[src/rtl/dmni_mem_arbiter.sv]
// -----------------------------------------------------------------------------
// dmni_mem_arbiter
//
// Shares the PE's single-port local data memory between the CPU data port and
// the DMNI DMA memory interface. Arbitration is round-robin with a burst
// limit: an owner keeps the memory for at most BURST_MAX consecutive granted
// cycles while the other side is waiting, then ownership is forced over.
// Grants are combinational, so one access per cycle is sustained and an
// owner switch costs no idle cycle.
//
// Parameters:
//   BURST_MAX  max consecutive grants to one owner under contention (1..255)
//   DMA_FIRST  1: DMA wins contention with no history, 0: CPU wins
//
// Ports:
//   clk_i, rst_ni                      clock, asynchronous active-low reset
//   cpu_req/we/addr/data_i             CPU request (we == 0 is a read)
//   cpu_gnt_o, cpu_rvalid_o, cpu_data_o  CPU accept, read valid, read data
//   dma_req/we/addr/data_i             DMA request (we == 0 is a read)
//   dma_gnt_o, dma_rvalid_o, dma_data_o  DMA accept, read valid, read data
//   mem_en/we/addr/data_o              memory macro controls and write data
//   mem_data_i                         memory read data (1-cycle latency)
//
// Optional build macro DMNI_ARB_STATS_EN adds:
//   stat_clr_i        synchronous clear of the three counters
//   stat_cpu_stall_o  cycles the CPU requested but was not granted
//   stat_dma_stall_o  cycles the DMA requested but was not granted
//   stat_switch_o     owner switches forced by the burst limit
// -----------------------------------------------------------------------------
module dmni_mem_arbiter #(
    parameter int BURST_MAX = 8,
    parameter int DMA_FIRST = 1
) (
    input  logic        clk_i,
    input  logic        rst_ni,
    input  logic        cpu_req_i,
    input  logic [3:0]  cpu_we_i,
    input  logic [31:0] cpu_addr_i,
    input  logic [31:0] cpu_data_i,
    output logic        cpu_gnt_o,
    output logic        cpu_rvalid_o,
    output logic [31:0] cpu_data_o,
    input  logic        dma_req_i,
    input  logic [3:0]  dma_we_i,
    input  logic [31:0] dma_addr_i,
    input  logic [31:0] dma_data_i,
    output logic        dma_gnt_o,
    output logic        dma_rvalid_o,
    output logic [31:0] dma_data_o,
    output logic        mem_en_o,
    output logic [3:0]  mem_we_o,
    output logic [31:0] mem_addr_o,
    output logic [31:0] mem_data_o,
    input  logic [31:0] mem_data_i
`ifdef DMNI_ARB_STATS_EN
    ,
    input  logic        stat_clr_i,
    output logic [31:0] stat_cpu_stall_o,
    output logic [31:0] stat_dma_stall_o,
    output logic [31:0] stat_switch_o
`endif
);

    typedef enum logic [1:0] {
        IDLE    = 2'd0,
        OWN_CPU = 2'd1,
        OWN_DMA = 2'd2
    } state_e;

    localparam logic [7:0] BURST_LIM = 8'(BURST_MAX);

    state_e     state_q, state_d;
    logic [7:0] burst_cnt_q, burst_cnt_d;
    logic       cpu_rvalid_q, cpu_rvalid_d;
    logic       dma_rvalid_q, dma_rvalid_d;

    logic       cpu_win, dma_win;
    logic       forced_switch;
    logic [7:0] cnt_inc;

    // Saturating increment of the run length of the current owner.
    assign cnt_inc = (burst_cnt_q >= BURST_LIM) ? BURST_LIM : burst_cnt_q + 8'd1;

    always_comb begin
        state_d       = IDLE;
        burst_cnt_d   = 8'd0;
        cpu_win       = 1'b0;
        dma_win       = 1'b0;
        forced_switch = 1'b0;
        case ({cpu_req_i, dma_req_i})
            2'b10: begin
                cpu_win     = 1'b1;
                state_d     = OWN_CPU;
                burst_cnt_d = (state_q == OWN_CPU) ? cnt_inc : 8'd1;
            end
            2'b01: begin
                dma_win     = 1'b1;
                state_d     = OWN_DMA;
                burst_cnt_d = (state_q == OWN_DMA) ? cnt_inc : 8'd1;
            end
            2'b11: begin
                if (state_q == IDLE) begin
                    dma_win     = (DMA_FIRST != 0);
                    cpu_win     = (DMA_FIRST == 0);
                    burst_cnt_d = 8'd1;
                end else if (burst_cnt_q < BURST_LIM) begin
                    cpu_win     = (state_q == OWN_CPU);
                    dma_win     = (state_q == OWN_DMA);
                    burst_cnt_d = cnt_inc;
                end else begin
                    // Burst limit reached: hand over to the waiting side.
                    cpu_win       = (state_q == OWN_DMA);
                    dma_win       = (state_q == OWN_CPU);
                    burst_cnt_d   = 8'd1;
                    forced_switch = 1'b1;
                end
                state_d = cpu_win ? OWN_CPU : OWN_DMA;
            end
            default: ;
        endcase
    end

    // Grants are masked by the reset pin so nothing reaches the memory while
    // reset is held, even though the request decode is purely combinational.
    assign cpu_gnt_o = cpu_win & rst_ni;
    assign dma_gnt_o = dma_win & rst_ni;

    always_comb begin
        mem_we_o   = 4'd0;
        mem_addr_o = 32'd0;
        mem_data_o = 32'd0;
        if (cpu_gnt_o) begin
            mem_we_o   = cpu_we_i;
            mem_addr_o = cpu_addr_i;
            mem_data_o = cpu_data_i;
        end else if (dma_gnt_o) begin
            mem_we_o   = dma_we_i;
            mem_addr_o = dma_addr_i;
            mem_data_o = dma_data_i;
        end
    end

    assign mem_en_o = cpu_gnt_o | dma_gnt_o;

    // A granted read returns data one cycle later, tagged to its requester.
    assign cpu_rvalid_d = cpu_gnt_o & (cpu_we_i == 4'd0);
    assign dma_rvalid_d = dma_gnt_o & (dma_we_i == 4'd0);

    always_ff @(posedge clk_i or negedge rst_ni) begin
        if (!rst_ni) begin
            state_q      <= IDLE;
            burst_cnt_q  <= 8'd0;
            cpu_rvalid_q <= 1'b0;
            dma_rvalid_q <= 1'b0;
        end else begin
            state_q      <= state_d;
            burst_cnt_q  <= burst_cnt_d;
            cpu_rvalid_q <= cpu_rvalid_d;
            dma_rvalid_q <= dma_rvalid_d;
        end
    end

    assign cpu_rvalid_o = cpu_rvalid_q;
    assign dma_rvalid_o = dma_rvalid_q;
    assign cpu_data_o   = mem_data_i;
    assign dma_data_o   = mem_data_i;

`ifdef DMNI_ARB_STATS_EN
    logic [31:0] stat_cpu_stall_q, stat_cpu_stall_d;
    logic [31:0] stat_dma_stall_q, stat_dma_stall_d;
    logic [31:0] stat_switch_q, stat_switch_d;

    always_comb begin
        stat_cpu_stall_d = stat_cpu_stall_q;
        stat_dma_stall_d = stat_dma_stall_q;
        stat_switch_d    = stat_switch_q;
        if (stat_clr_i) begin
            stat_cpu_stall_d = 32'd0;
            stat_dma_stall_d = 32'd0;
            stat_switch_d    = 32'd0;
        end else begin
            if (cpu_req_i && !cpu_gnt_o) stat_cpu_stall_d = stat_cpu_stall_q + 32'd1;
            if (dma_req_i && !dma_gnt_o) stat_dma_stall_d = stat_dma_stall_q + 32'd1;
            if (forced_switch)           stat_switch_d    = stat_switch_q + 32'd1;
        end
    end

    always_ff @(posedge clk_i or negedge rst_ni) begin
        if (!rst_ni) begin
            stat_cpu_stall_q <= 32'd0;
            stat_dma_stall_q <= 32'd0;
            stat_switch_q    <= 32'd0;
        end else begin
            stat_cpu_stall_q <= stat_cpu_stall_d;
            stat_dma_stall_q <= stat_dma_stall_d;
            stat_switch_q    <= stat_switch_d;
        end
    end

    assign stat_cpu_stall_o = stat_cpu_stall_q;
    assign stat_dma_stall_o = stat_dma_stall_q;
    assign stat_switch_o    = stat_switch_q;
`endif

endmodule
[config.mk]
export PLATFORM = sky130hd
export DESIGN_NAME = dmni_mem_arbiter
export DESIGN_NICKNAME = d
export VERILOG_FILES = /design/src/rtl/dmni_mem_arbiter.sv
export SDC_FILE = /design/constraint.sdc
export NUM_CORES = 1
export LEC_CHECK = 0
export BUFFER_PORTS_ARGS = -buffer_cell sky130_fd_sc_hd__clkbuf_2
export CAP_MARGIN = 20
export CORE_AREA = 2 2 119 121
export CTS_CLUSTER_SIZE = 24
export DETAILED_ROUTE_END_ITERATION = 6
export DIE_AREA = 0 0 121 123
export PLACE_DENSITY = 0.51
export SLEW_MARGIN = 0
export SYNTH_ARGS = -nofsm -noshare
export SYNTH_HDL_FRONTEND = slang
export SYNTH_SLANG_ARGS = --single-unit
[constraint.sdc]
create_clock -name clk_i -period 2.97 [get_ports clk_i]
set_clock_uncertainty 0.1 [all_clocks]
set_input_delay 0.297 -clock clk_i [delete_from_list [all_inputs] [get_ports clk_i]]
set_output_delay 0.297 -clock clk_i [all_outputs]
set_load 0.005 [all_outputs]
* After elaboration in Yosys (flattened, before gate mapping)
Index checks and enable logic that the tools add are counted.
** Storage, ports and cells
- Register bits after elaboration :: 12
- Output and inout bits :: 137
- Word-level logic and storage cells :: 41
** Cells by class
- Add/subtract/negate cells :: 1
- $lt $le $gt $ge :: 2
- Equality and inequality tests :: 5
- Muxes and demuxes :: 21
- Bitwise gates (word level) :: 5
- Reductions and logical operators :: 3
** Operators by type and width (number)
- 32-bit two-way mux :: 4
- 8-bit two-way mux :: 5
- 8-bit case mux with 3 select lines :: 1
- 8-bit by 1-bit adder with 8-bit output (second input constant) :: 1
- 8-bit by 4-bit >= comparator with 1-bit output (second input constant) :: 1
- 4-bit zero test :: 2
- 8-bit by 4-bit less-than comparator with 1-bit output (second input constant) :: 1
- 4-bit two-way mux :: 2
- 2-bit == test (second input constant) :: 3
- 2-bit case mux with 3 select lines :: 1
- 1-bit two-way mux :: 5
- 1-bit AND :: 4
- 2-bit by 1-bit == test with 1-bit output (second input constant) :: 2
- 1-bit case mux with 2 select lines :: 2
- 2-bit zero test :: 1
- 2-bit two-way mux :: 1
- 1-bit OR :: 1

* Longest topological paths before layout
Gate-level depths: netlist of the first run.
- Depth after elaboration :: 7
- Mapped depth :: 6

* Worst setup path before layout of the first run
Ideal clock, no wire load.
- Path kind :: register to output
- Start point :: register burst_cnt_q[6]
- End point :: output mem_addr_o[26]
- Arrival time :: 1819 ps
- Required time :: 2573 ps
- Path slack :: 754 ps
- Stages on the path, launching flop included :: 6
- Path through :: dfrtp_1 -> or3_4 -> or3_4 -> a31oi_4 -> buf_6 -> a22o_1
** On the way
- Longest elaborated chain between the ends :: 7
- Elaborated cells between the ends (all ways) :: 12
- Those cells by class :: order compare: 1; mux: 9; bitwise: 2
** RTL lines
- from (decl) :: RTL line 73 : logic [7:0] burst_cnt_q, burst_cnt_d;
- from (signal assigned) :: RTL line 157 : burst_cnt_q <= burst_cnt_d;
- 8-bit by 4-bit less-than comparator with 1-bit output :: RTL line 106 : end else if (burst_cnt_q < BURST_LIM) begin
- 1-bit two-way mux :: RTL line 106
- 1-bit two-way mux :: RTL line 102 : if (state_q == IDLE) begin
- 1-bit two-way mux :: RTL line 90 : case ({cpu_req_i, dma_req_i})
- 1-bit case mux with 2 select lines :: RTL line 90
- 1-bit AND :: RTL line 125 : assign cpu_gnt_o = cpu_win & rst_ni;
- named net cpu_gnt_o :: RTL line 40 : output logic cpu_gnt_o,
- 32-bit two-way mux :: RTL line 132 : if (cpu_gnt_o) begin
- to (decl) :: RTL line 52 : output logic [31:0] mem_addr_o,
The timed path passes the listed nets, and every way through them passes these cells. The select of a mux whose other input is x is not followed.

* Final worst setup path of the first run
- Start point :: register burst_cnt_q[6]
- End point :: output mem_addr_o[21]
** On the way
- Longest elaborated chain between the ends :: 7
- Elaborated cells between the ends (all ways) :: 12
- Those cells by class :: order compare: 1; mux: 9; bitwise: 2
** RTL lines (RTL line)
- 8-bit by 4-bit less-than comparator with 1-bit output * :: 106
- 1-bit two-way mux :: 106
- 1-bit two-way mux :: 102
- 1-bit case mux with 2 select lines / 1-bit two-way mux (equally long branches) :: 90
- 1-bit AND / 1-bit case mux with 2 select lines (equally long branches) :: 126, 90
- 32-bit two-way mux / 1-bit AND (equally long branches) :: 136, 125
- 32-bit two-way mux * :: 132
Every way passes the cells marked *; elsewhere a longest branch is shown, timed or not. The select of a mux whose other input is x is not followed.

==> impl_metrics.csv, run 1 <==
group,metric,value,unit
run_status,status,"completed",
final_layout,finalNetCount,530,
route,dr.pass1.iters,4,
logic_synthesis,synth_seq_cells,12,
worst_setup_path,cpMostUsedCell,"or3_4",
final_layout,layout-drive-gt1-share,63.4,%
placed_design,hpwl,7880,um
clock_tree,cts_made_buffers,3,
logic_synthesis,yosysSeqAreaShare,16.4,%
sta,rsz0062_at_grt,"false",
grt,grt_usage,10.8,%
clock_tree,cts_root_buffer,"clkbuf_16",
final_layout,syn_to_final_growth,47.4,%
route,drcViolationCount,0,
worst_hold_path,whs_endpoint,"cpu_rvalid_o",
worst_setup_path,r2r_start,"burst_cnt_q[6]",
grt,grt_pass1_wl,12000,um
power_and_ir_drop,ir_drop,0.238,mV
sta,drv_slew,0,
logic_synthesis,yosys.area_share.simple,9.29,%
power_and_ir_drop,powerDensity,295,nW/um^2
clock_tree,htreeDepth,1,
floorplanning,die_y,123,um
worst_setup_path,worstSetupPathType,"register to primary output",
route,routedWlPerCell,17.2,um
route,vias_per_cell,4.22,
logic_synthesis,synth_fa_ha_area_share,1.37,%
worst_setup_path,crit_fanout,51,
floorplanning,core_area,13600,um^2
route,ant_nets,0,
grt,grt_use_met1,14.5,%
logic_synthesis,synth_edf_count,0,
grt,grt-ovfl-total,0,
worst_setup_path,cp-end-kind,"primary output",
final_layout,instances_no_fill,536,
floorplanning,ios,309,
logic_synthesis,async_reset_ff_share,100,%
clock_tree,cts_buffer_depth,2,
grt,use_met2,17.2,%
worst_setup_path,cp-start-kind,"register",
placed_design,numPlacedInstances,530,
worst_hold_path,min-delay-start,"cpu_we_i[3]",
power_and_ir_drop,p_leak,1.53,nW
worst_setup_path,critical_path_required,2570,ps
placed_design,port-buffer-count,212,
worst_hold_path,holdPathStages,3,
sta,finalCritPeriodShare,94.7,%
sta,hold_viol,0,
final_layout,final_cell_mix,"clkbuf_2, a22o_1, dfrtp_1, nand2_1",
flow_run,maxCapViolations,0,
worst_setup_path,cp_cell_sequence,"or3_4, or3_4, a31oi_4, buf_12, a22o_1, clkbuf_2",
worst_setup_path,reg2reg_to,"cpu_rvalid_o",
worst_setup_path,crit_arrival,2410,ps
worst_hold_path,hold_class,"input port to register",
floorplanning,dieWidth,121,um
logic_synthesis,synthXorXnorAreaFrac,0.478,%
logic_synthesis,muxShareOfSynthArea,0,%
sta,min_period,2810,ps
clock_tree,tritoncts,"yes",
logic_synthesis,synth_top_family_by_area,"compound AO/OA/AOI/OAI gates",
clock_tree,clk_latency,240,ps
logic_synthesis,syn_area,1830,um^2
logic_synthesis,ys_warn_count,0,
worst_setup_path,cpMaxStageDelayCell,"or3_4",
placed_design,place.gp.congestion,0.982,
clock_tree,postCtsSetupBuffers,0,
logic_synthesis,yosys.cell_types.count,35,
worst_setup_path,max_stage_delay,410,ps
logic_synthesis,avgSynthCellArea,8.64,um^2
logic_synthesis,syn_inst,212,
grt,antenna_found_initial,1,
grt,gr-usage-met3,3.18,%
sta,setup_viol,0,
route,drt_iter0_drc,82,
floorplanning,rows,43,
sta,setup-tns-final,0,ps
final_layout,layout_commonest_cell,"clkbuf_2",
worst_setup_path,reg2reg_depth,5,
worst_setup_path,reg2reg_slack,960,ps
grt,grt-busiest-layer,"met2",
floorplanning,die_area,14900,um^2
floorplanning,initial_core_util,13.5,%
clock_tree,clock_sinks,12,
grt,grt_start_max_net_pins,52,
logic_synthesis,synth-compound-area-share,39.1,%
clock_tree,clkTransAtPathRegs,40,ps
logic_synthesis,synth_ff_type,"dfrtp_1",
grt,grt_pass1_vias,1999,
sta,fmax,0.356,GHz
route,wl,9220,um
route,dr_total_vias,2260,
==> final cells by class <==
type                    instances  area, um^2
fillers                      1502       10900
repair buffers                217        1130
multi-input cells             119         946
flip-flops and latches         12         300
well taps                     180         225
clock buffers                   4        88.8
inverters                       3        11.3
diodes                          1        2.50
==> cells in the mapped netlist, types with 2 or more instances <==
master | instances | area [um^2]
or3_4 | 2 | 22.5
buf_6 | 7 | 78.8
inv_1 | 3 | 11.3
buf_4 | 64 | 480
nor2b_1 | 2 | 12.5
nor3_1 | 2 | 10.0
and2_1 | 2 | 12.5
nor4_1 | 2 | 12.5
a22o_1 | 68 | 596
and3_1 | 4 | 25.0
or2_1 | 2 | 12.5
clkbuf_1 | 10 | 37.5
dfrtp_1 | 12 | 300
ha_1 | 2 | 25.0
nor2_1 | 4 | 15.0
nand2_1 | 6 | 22.5
a21oi_1 | 2 | 10.0
==> stage by stage <==
| step | hold slack (ps) | util [%] | setup slack, ps | power [mW] | area [um^2] |
|---|---|---|---|---|---|
| 2_1_floorplan | -98.6 | - | 754 | 0.386 | 1840 |
| 5_1_grt | 278 | 19.8 | 26.5 | 0.848 | 2700 |
| 3_3_place_gp | 116 | 19.1 | 428 | 0.520 | 2600 |
| 3_5_place_dp | 122 | 19.1 | 424 | 0.521 | 2600 |
| 4_1_cts | 274 | 19.8 | 134 | 0.806 | 2700 |
| 6_report | 277 | 19.8 | 159 | 0.795 | 2700 |
==> where the power goes <==
part | internal, mW | leakage (nW) | switching (mW)
Sequential | 0.172 | 0.152 | 0.00891
Clock | 0.203 | 0.0442 | 0.0717
Combinational | 0.176 | 1.34 | 0.164
==> registers in the layout (all words and copies together), names as in the netlist <==
register / cells
dma_rvalid_o: 1
burst_cnt_q: 8
state_q: 2
cpu_rvalid_o: 1
==> worst max-delay path: cells and delay by family, from the launching register on <==
| kind | cells | cell delay (ps) |
|---|---|---|
| AO/OA/AOI/OAI | 2 | 530 |
| flip-flops | 1 | 380 |
| AND/OR/NAND/NOR | 2 | 810 |
| buffers and inverters | 2 | 390 |
==> worst max path at each step <==
stage	start	end	cells after the start
2_1_floorplan	burst_cnt_q[6]	mem_addr_o[26]	5
3_3_place_gp	burst_cnt_q[6]	mem_addr_o[21]	6
3_5_place_dp	burst_cnt_q[6]	mem_addr_o[21]	6
4_1_cts	rst_ni	mem_addr_o[21]	7
5_1_grt	rst_ni	mem_addr_o[21]	7
6_report	burst_cnt_q[6]	mem_addr_o[21]	6
==> logic make-up (layout without fill, tap and decap cells) <==
group                      Yosys count  in the layout
AOI/OAI and AO/OA                   82             82
xor gates and xnor gates             1              1
adders and majority gates            2              2
buffers and inverters               84            224
DFF                                 12             12
other                                1              5
and+or+nand+nor                     30             30
==> metal layers <==
metal  share of wire [%]  wire length (um)
met5                   0                 0
met4                0.70                65
met3                  12              1080
met2                  46              4250
met1                  42              3830
==> what timing repair did <==
action	in CTS	in global routing
hold buffers	1	0
resized for setup	0	0
endpoints found under the hold margin	12	0
endpoints found under the setup margin	0	0
No activity file was read; power rests on OpenSTA's default activity.
==> inputs of run 2 (changes only) <==
ABC_AREA = 1   (was unset)
PLACE_DENSITY = 0.55   (was 0.51)
==> impl_metrics.csv, run 2 <==
group,metric,value,unit
worst_setup_path,path_delay_family,"simple AND/OR/NAND/NOR gates",
route,routed.top_layer,"met4",
grt,grt_pass1_wl,11100,um
worst_hold_path,hold_class,"input port to asynchronous set/reset pin",
power_and_ir_drop,p_seq_share,21.5,%
logic_synthesis,synth_top_cell_by_area,"nand3_1",
route,dr.pass1.iters,4,
clock_tree,tritoncts,"yes",
floorplanning,die_y,123,um
route,wl_met2,3680,um
floorplanning,die_area,14900,um^2
logic_synthesis,netlist_top_cells_area,"nand3_1, buf_4, dfrtp_1",
clock_tree,postCtsSetupBuffers,0,
final_layout,top_register,"burst_cnt_q",
sta,setup_viol,0,
power_and_ir_drop,p_sw_share,33.9,%
route,ant_nets,0,
worst_setup_path,r2r_start,"burst_cnt_q[4]",
floorplanning,ios,309,
final_layout,syn_to_final_growth,36.3,%
grt,grt_start_max_net_pins,82,
worst_setup_path,worstSetupPathType,"register to primary output",
worst_setup_path,crit_fanout,21,
sta,setup-tns-final,0,ps
route,dr_wl_met3,815,um
sta,min_period,2340,ps
route,drcViolationCount,0,
grt,grt-ovfl-total,0,
worst_setup_path,cpMaxStageDelayCell,"dfrtp_1",
placed_design,hpwl,6050,um
worst_setup_path,critical_path_required,2570,ps
logic_synthesis,ys_top_cells_by_count,"nand3_1, nand2_1, buf_4",
clock_tree,htreeDepth,1,
floorplanning,dieWidth,121,um
grt,grt_pass1_vias,2327,
clock_tree,clkTransAtPathRegs,40,ps
clock_tree,cts_buffer_depth,2,
final_layout,largest_registers,"burst_cnt_q (8), state_q (2)",
worst_setup_path,critPathLaunch,"burst_cnt_q[4]",
placed_design,placedInstanceArea,2970,um^2
worst_setup_path,cpMostUsedCell,"nand2_1",
worst_setup_path,max_stage_delay,380,ps
logic_synthesis,avgSynthCellArea,6.17,um^2
final_layout,finalNetCount,672,
placed_design,port-buffer-count,212,
power_and_ir_drop,powerDensity,271,nW/um^2
sta,hold_viol,0,
clock_tree,cts_made_buffers,3,
final_layout,multi_input_area,1270,um^2
logic_synthesis,async_reset_ff_share,100,%
route,drt_iter0_drc,142,
worst_setup_path,cp_cell_sequence,"nor2_4, nand3_4, nand2_1, nand3_2, nand2_4, buf_4, nand3_1, nand2_1, clkbuf_2",
route,vias_per_cell,4.18,
route,dr_total_vias,2830,
logic_synthesis,yosysMostFrequentCell,"nand3_1",
grt,grt_usage,9.18,%
logic_synthesis,yosys.cell_types.count,26,
logic_synthesis,ys_warn_count,0,
run_status,status,"completed",
worst_setup_path,path_buf_inv,2,
logic_synthesis,synth_ff_type,"dfrtp_1",
worst_setup_path,crit_arrival,1940,ps
sta,rsz0062_at_grt,"false",
final_layout,layout-drive-gt1-share,49.3,%
floorplanning,core_area,13600,um^2
final_layout,seqCellArea,300,um^2
placed_design,place.gp.congestion,0.776,
sta,finalCritPeriodShare,78.7,%
logic_synthesis,yosysSeqAreaShare,13.4,%
final_layout,instances_no_fill,677,
route,routedWlPerCell,11.4,um
logic_synthesis,synth_edf_count,0,
power_and_ir_drop,p_leak,1.87,nW
clock_tree,cts_root_buffer,"clkbuf_16",
clock_tree,cts_hold_buf,0,
power_and_ir_drop,clockPowerShare,33.0,%
final_layout,n_fill_cell,1580,
floorplanning,rows,43,
sta,drv_slew,0,
power_and_ir_drop,comb_power_share,45.5,%
clock_tree,clk_latency,240,ps
route,met1_length,3130,um
final_layout,design_area,3060,um^2
floorplanning,initial_core_util,16.5,%
final_layout,antenna_cells,0,
final_layout,layout_commonest_cell,"clkbuf_2",
worst_setup_path,cp-end-kind,"primary output",
route,wl,7740,um
power_and_ir_drop,ir_drop,0.181,mV
worst_setup_path,cp-start-kind,"register",
clock_tree,postCtsResizedCells,0,
final_layout,final_cell_mix,"clkbuf_2, nand3_1, nand2_1, nand3_2, dfrtp_1",
flow_run,maxCapViolations,0,
final_layout,largest_reg_flops,8,
logic_synthesis,syn_inst,364,
sta,fmax,0.428,GHz
logic_synthesis,syn_area,2240,um^2
power_and_ir_drop,p_int,0.548,mW
placed_design,numPlacedInstances,673,
grt,antenna_found_initial,0,
clock_tree,clock_sinks,12,
logic_synthesis,synth_top_area_share,28.3,%
power_and_ir_drop,p_sw,0.282,mW
logic_synthesis,synth_seq_cells,12,
[run 2: kinds of logic (layout without fill, tap and decap cells)]
| group | after synthesis | count (layout) | share of synthesized area, % |
|---|---|---|---|
| simple gates | 237 | 237 | 52.3 |
| flops | 12 | 12 | 13.4 |
| xor+xnor | 1 | 1 | 0.390 |
| fa+ha+maj | 2 | 2 | 1.11 |
| buf+inv | 104 | 234 | 30.7 |
| other cells | 1 | 4 | 0.167 |
| compound gates | 7 | 7 | 1.90 |
[run 2: power groups by stage]
stage | clock network [mW] | registers (mW) | logic (mW)
CTS | 0.278 | 0.178 | 0.384
detailed placement | 0 | 0.181 | 0.381
floorplan | 0 | 0.180 | 0.257
global route | 0.294 | 0.179 | 0.425
global placement | 0 | 0.181 | 0.384
finish | 0.274 | 0.178 | 0.378
[run 2: path summary, 6_finish.rpt]
path,to,slack [ps],cells past startpoint
min in group clk_i,cpu_rvalid_o,210,3
setup / recovery,mem_addr_o[8],630,9
hold / removal,burst_cnt_q[2],10,2
max in group asynchronous,state_q[1],2490,2
setup reg to reg,dma_rvalid_o,1310,8
hold reg to reg,burst_cnt_q[2],460,2
[run 2: final cells by class]
cell class	count	area share [%]
well taps	180	7.36
multi-input cells	251	41.4
clock buffers	4	2.90
flip-flops and latches	12	9.81
repair buffers	219	37.2
inverters	11	1.35
[run 2: routing by layer]
metal	vias up	track usage, %
li1	1409	-
met1	1226	11.4
met2	173	15.6
met3	22	2.54
met4	0	2.47
met5	-	0
[run 2: worst register-to-register path: stages (launching register included)]
cell,delay [ps]
dfrtp_1,380
nor2_4,150
nand3_4,120
inv_2,90
nand2_1,60
nand3_2,60
buf_4,340
nand2_1,170
nor2_1,130
[run 2: through the flow]
stage | setup WS [ps] | hold WS [ps] | total power, mW | util, %
final | 632 | 11.8 | 0.830 | 22.5
after global placement | 919 | 279 | 0.565 | 21.8
after floorplan | 1360 | -98.6 | 0.437 | -
after global routing | 459 | 36.1 | 0.898 | 22.5
after detailed placement | 902 | 278 | 0.562 | 21.8
after CTS | 614 | 25.2 | 0.840 | 22.5
==> inputs of run 3 (changes only) <==
clock period = 2.4 ns   (was 2.97 ns; I/O delays follow)
==> impl_metrics.csv, run 3 (synthesis results as in run 2) <==
group,metric,value,unit
run_status,status,"completed",
sta,min_period,2180,ps
worst_setup_path,crit_arrival,1840,ps
grt,grt_usage,9.10,%
route,drcViolationCount,0,
clock_tree,cts_buffer_depth,2,
power_and_ir_drop,p_sw,0.338,mW
power_and_ir_drop,comb_power_share,48.5,%
route,ant_nets,0,
worst_setup_path,crit_fanout,40,
grt,antenna_found_initial,0,
worst_setup_path,max_stage_delay,380,ps
placed_design,hpwl,6090,um
clock_tree,cts_root_buffer,"clkbuf_16",
sta,rsz0062_at_grt,"false",
clock_tree,clock_sinks,12,
worst_setup_path,path_delay_family,"simple AND/OR/NAND/NOR gates",
sta,drv_slew,0,
sta,fmax,0.459,GHz
clock_tree,cts_made_buffers,3,
final_layout,layout_commonest_cell,"clkbuf_2",
worst_setup_path,reg2reg_slack,740,ps
clock_tree,clk_latency,230,ps
route,dr.pass1.iters,4,
worst_setup_path,cp-end-kind,"primary output",
route,routedWlPerCell,11.6,um
worst_setup_path,reg2reg_to,"cpu_rvalid_o",
power_and_ir_drop,powerDensity,321,nW/um^2
worst_setup_path,cp_cell_sequence,"nor2_4, nand3_4, nand2_1, nand3_2, nand2_4, buf_12, nand3_1, nand2_1, clkbuf_2",
final_layout,finalNetCount,673,
final_layout,n_fill_cell,1568,
sta,hold_viol,0,
floorplanning,dieWidth,121,um
route,routed.top_layer,"met4",
floorplanning,initial_core_util,16.5,%
grt,grt-ovfl-total,0,
route,vias_per_cell,4.22,
clock_tree,tritoncts,"yes",
final_layout,largest_registers,"burst_cnt_q (8), state_q (2)",
power_and_ir_drop,clockPowerShare,29.1,%
route,drt_iter0_drc,141,
power_and_ir_drop,p_seq_share,22.5,%
worst_setup_path,crit_cells,9,
flow_run,maxCapViolations,0,
grt,grt_pass1_vias,2386,
sta,finalCritPeriodShare,90.7,%
final_layout,instances_no_fill,677,
worst_setup_path,path_buf_inv,2,
floorplanning,die_area,14900,um^2
placed_design,numPlacedInstances,673,
placed_design,place.gp.congestion,0.715,
worst_setup_path,r2r_start,"burst_cnt_q[4]",
final_layout,syn_to_final_growth,36.7,%
power_and_ir_drop,p_sw_share,34.3,%
route,dr_wl_met3,786,um
power_and_ir_drop,ir_drop,0.326,mV
placed_design,port-buffer-count,212,
route,wl_met2,3800,um
power_and_ir_drop,p_leak,1.87,nW
worst_setup_path,cp-start-kind,"register",
route,met1_length,3200,um
route,dr_total_vias,2856,
final_layout,largest_reg_flops,8,
worst_setup_path,cpMaxStageDelayCell,"dfrtp_1",
clock_tree,postCtsResizedCells,0,
floorplanning,die_y,123,um
worst_setup_path,reg2reg_depth,8,
grt,grt_pass1_wl,11200,um
grt,grt_start_max_net_pins,82,
final_layout,antenna_cells,0,
power_and_ir_drop,p_int,0.647,mW
worst_setup_path,cpMostUsedCell,"nand2_1",
sta,setup-tns-final,0,ps
worst_hold_path,hold_class,"input port to register",
worst_hold_path,holdPathStages,3,
floorplanning,ios,309,
clock_tree,htreeDepth,1,
floorplanning,rows,43,
worst_hold_path,min-delay-start,"cpu_we_i[2]",
sta,setup_viol,0,
worst_hold_path,whs_endpoint,"cpu_rvalid_o",
final_layout,layout-drive-gt1-share,49.1,%
worst_setup_path,critical_path_required,2060,ps
clock_tree,clkTransAtPathRegs,40,ps
route,wl,7870,um
final_layout,final_cell_mix,"clkbuf_2, nand3_1, nand2_1, nand3_2, dfrtp_1",
worst_setup_path,worstSetupPathType,"register to primary output",
floorplanning,core_area,13600,um^2
final_layout,top_register,"burst_cnt_q",
==> run 3: cell count changes in the layout (fill, tap and decap cells not counted) <==
cell	before	now
dlygate4sd3_1	0	1
buf_4	5	4
buf_12	2	3
clkbuf_8	1	0
==> run 3: layout make-up <==
cell class	instances	area, um^2	share of cell area (%)
clock buffers	3	75.1	2.45
inverters	11	41.3	1.35
repair buffers	220	1160	37.8
flip-flops and latches	12	300	9.78
multi-input cells	251	1270	41.3
well taps	180	225	7.34
==> run 3: worst min-delay path: stages <==
cell      delay, ps
clkbuf_2         80
or4_1           100
nor2_1           30
==> run 3: metal layers <==
metal | GRT usage, % | up-vias
met1 | 10.7 | 1266
met3 | 2.40 | 20
met2 | 16.5 | 161
met4 | 2.03 | 0
met5 | 0 | -
li1 | - | 1409
==> run 3: power by group through the flow <==
stage | combinational [mW] | clock (mW) | sequential (mW)
final | 0.477 | 0.286 | 0.221
after global routing | 0.532 | 0.307 | 0.222
after CTS | 0.483 | 0.292 | 0.221
after detailed placement | 0.479 | 0 | 0.224
after global placement | 0.483 | 0 | 0.224
after floorplan | 0.319 | 0 | 0.222
==> run 3: what timing repair did <==
| action | 4_1_cts | 5_1_grt |
|---|---|---|
| endpoints found under the hold margin | 12 | 0 |
| setup buffers | 0 | 0 |
| hold buffers | 1 | 0 |
==> run 3: how the worst max path moves through the flow <==
stage                               from             end  slack, ps
after floorplan           burst_cnt_q[4]  mem_addr_o[24]        850
after global placement    burst_cnt_q[4]     mem_we_o[1]        440
after detailed placement  burst_cnt_q[4]     mem_we_o[1]        440
after CTS                 burst_cnt_q[4]     mem_we_o[1]        180
after global routing      burst_cnt_q[4]     mem_we_o[1]         40
final                     burst_cnt_q[4]     mem_we_o[1]        220
==> run 3: per-stage QoR <==
step	total power, mW	setup WS, ps	instance area (um^2)	util [%]	hold slack [ps]
detailed placement	0.702	439	2980	21.9	223
global placement	0.706	436	2980	21.9	225
CTS	0.996	184	3070	22.5	159
global route	1.06	41.9	3070	22.5	178
finish	0.985	222	3070	22.5	158
floorplan	0.541	845	2260	-	-156
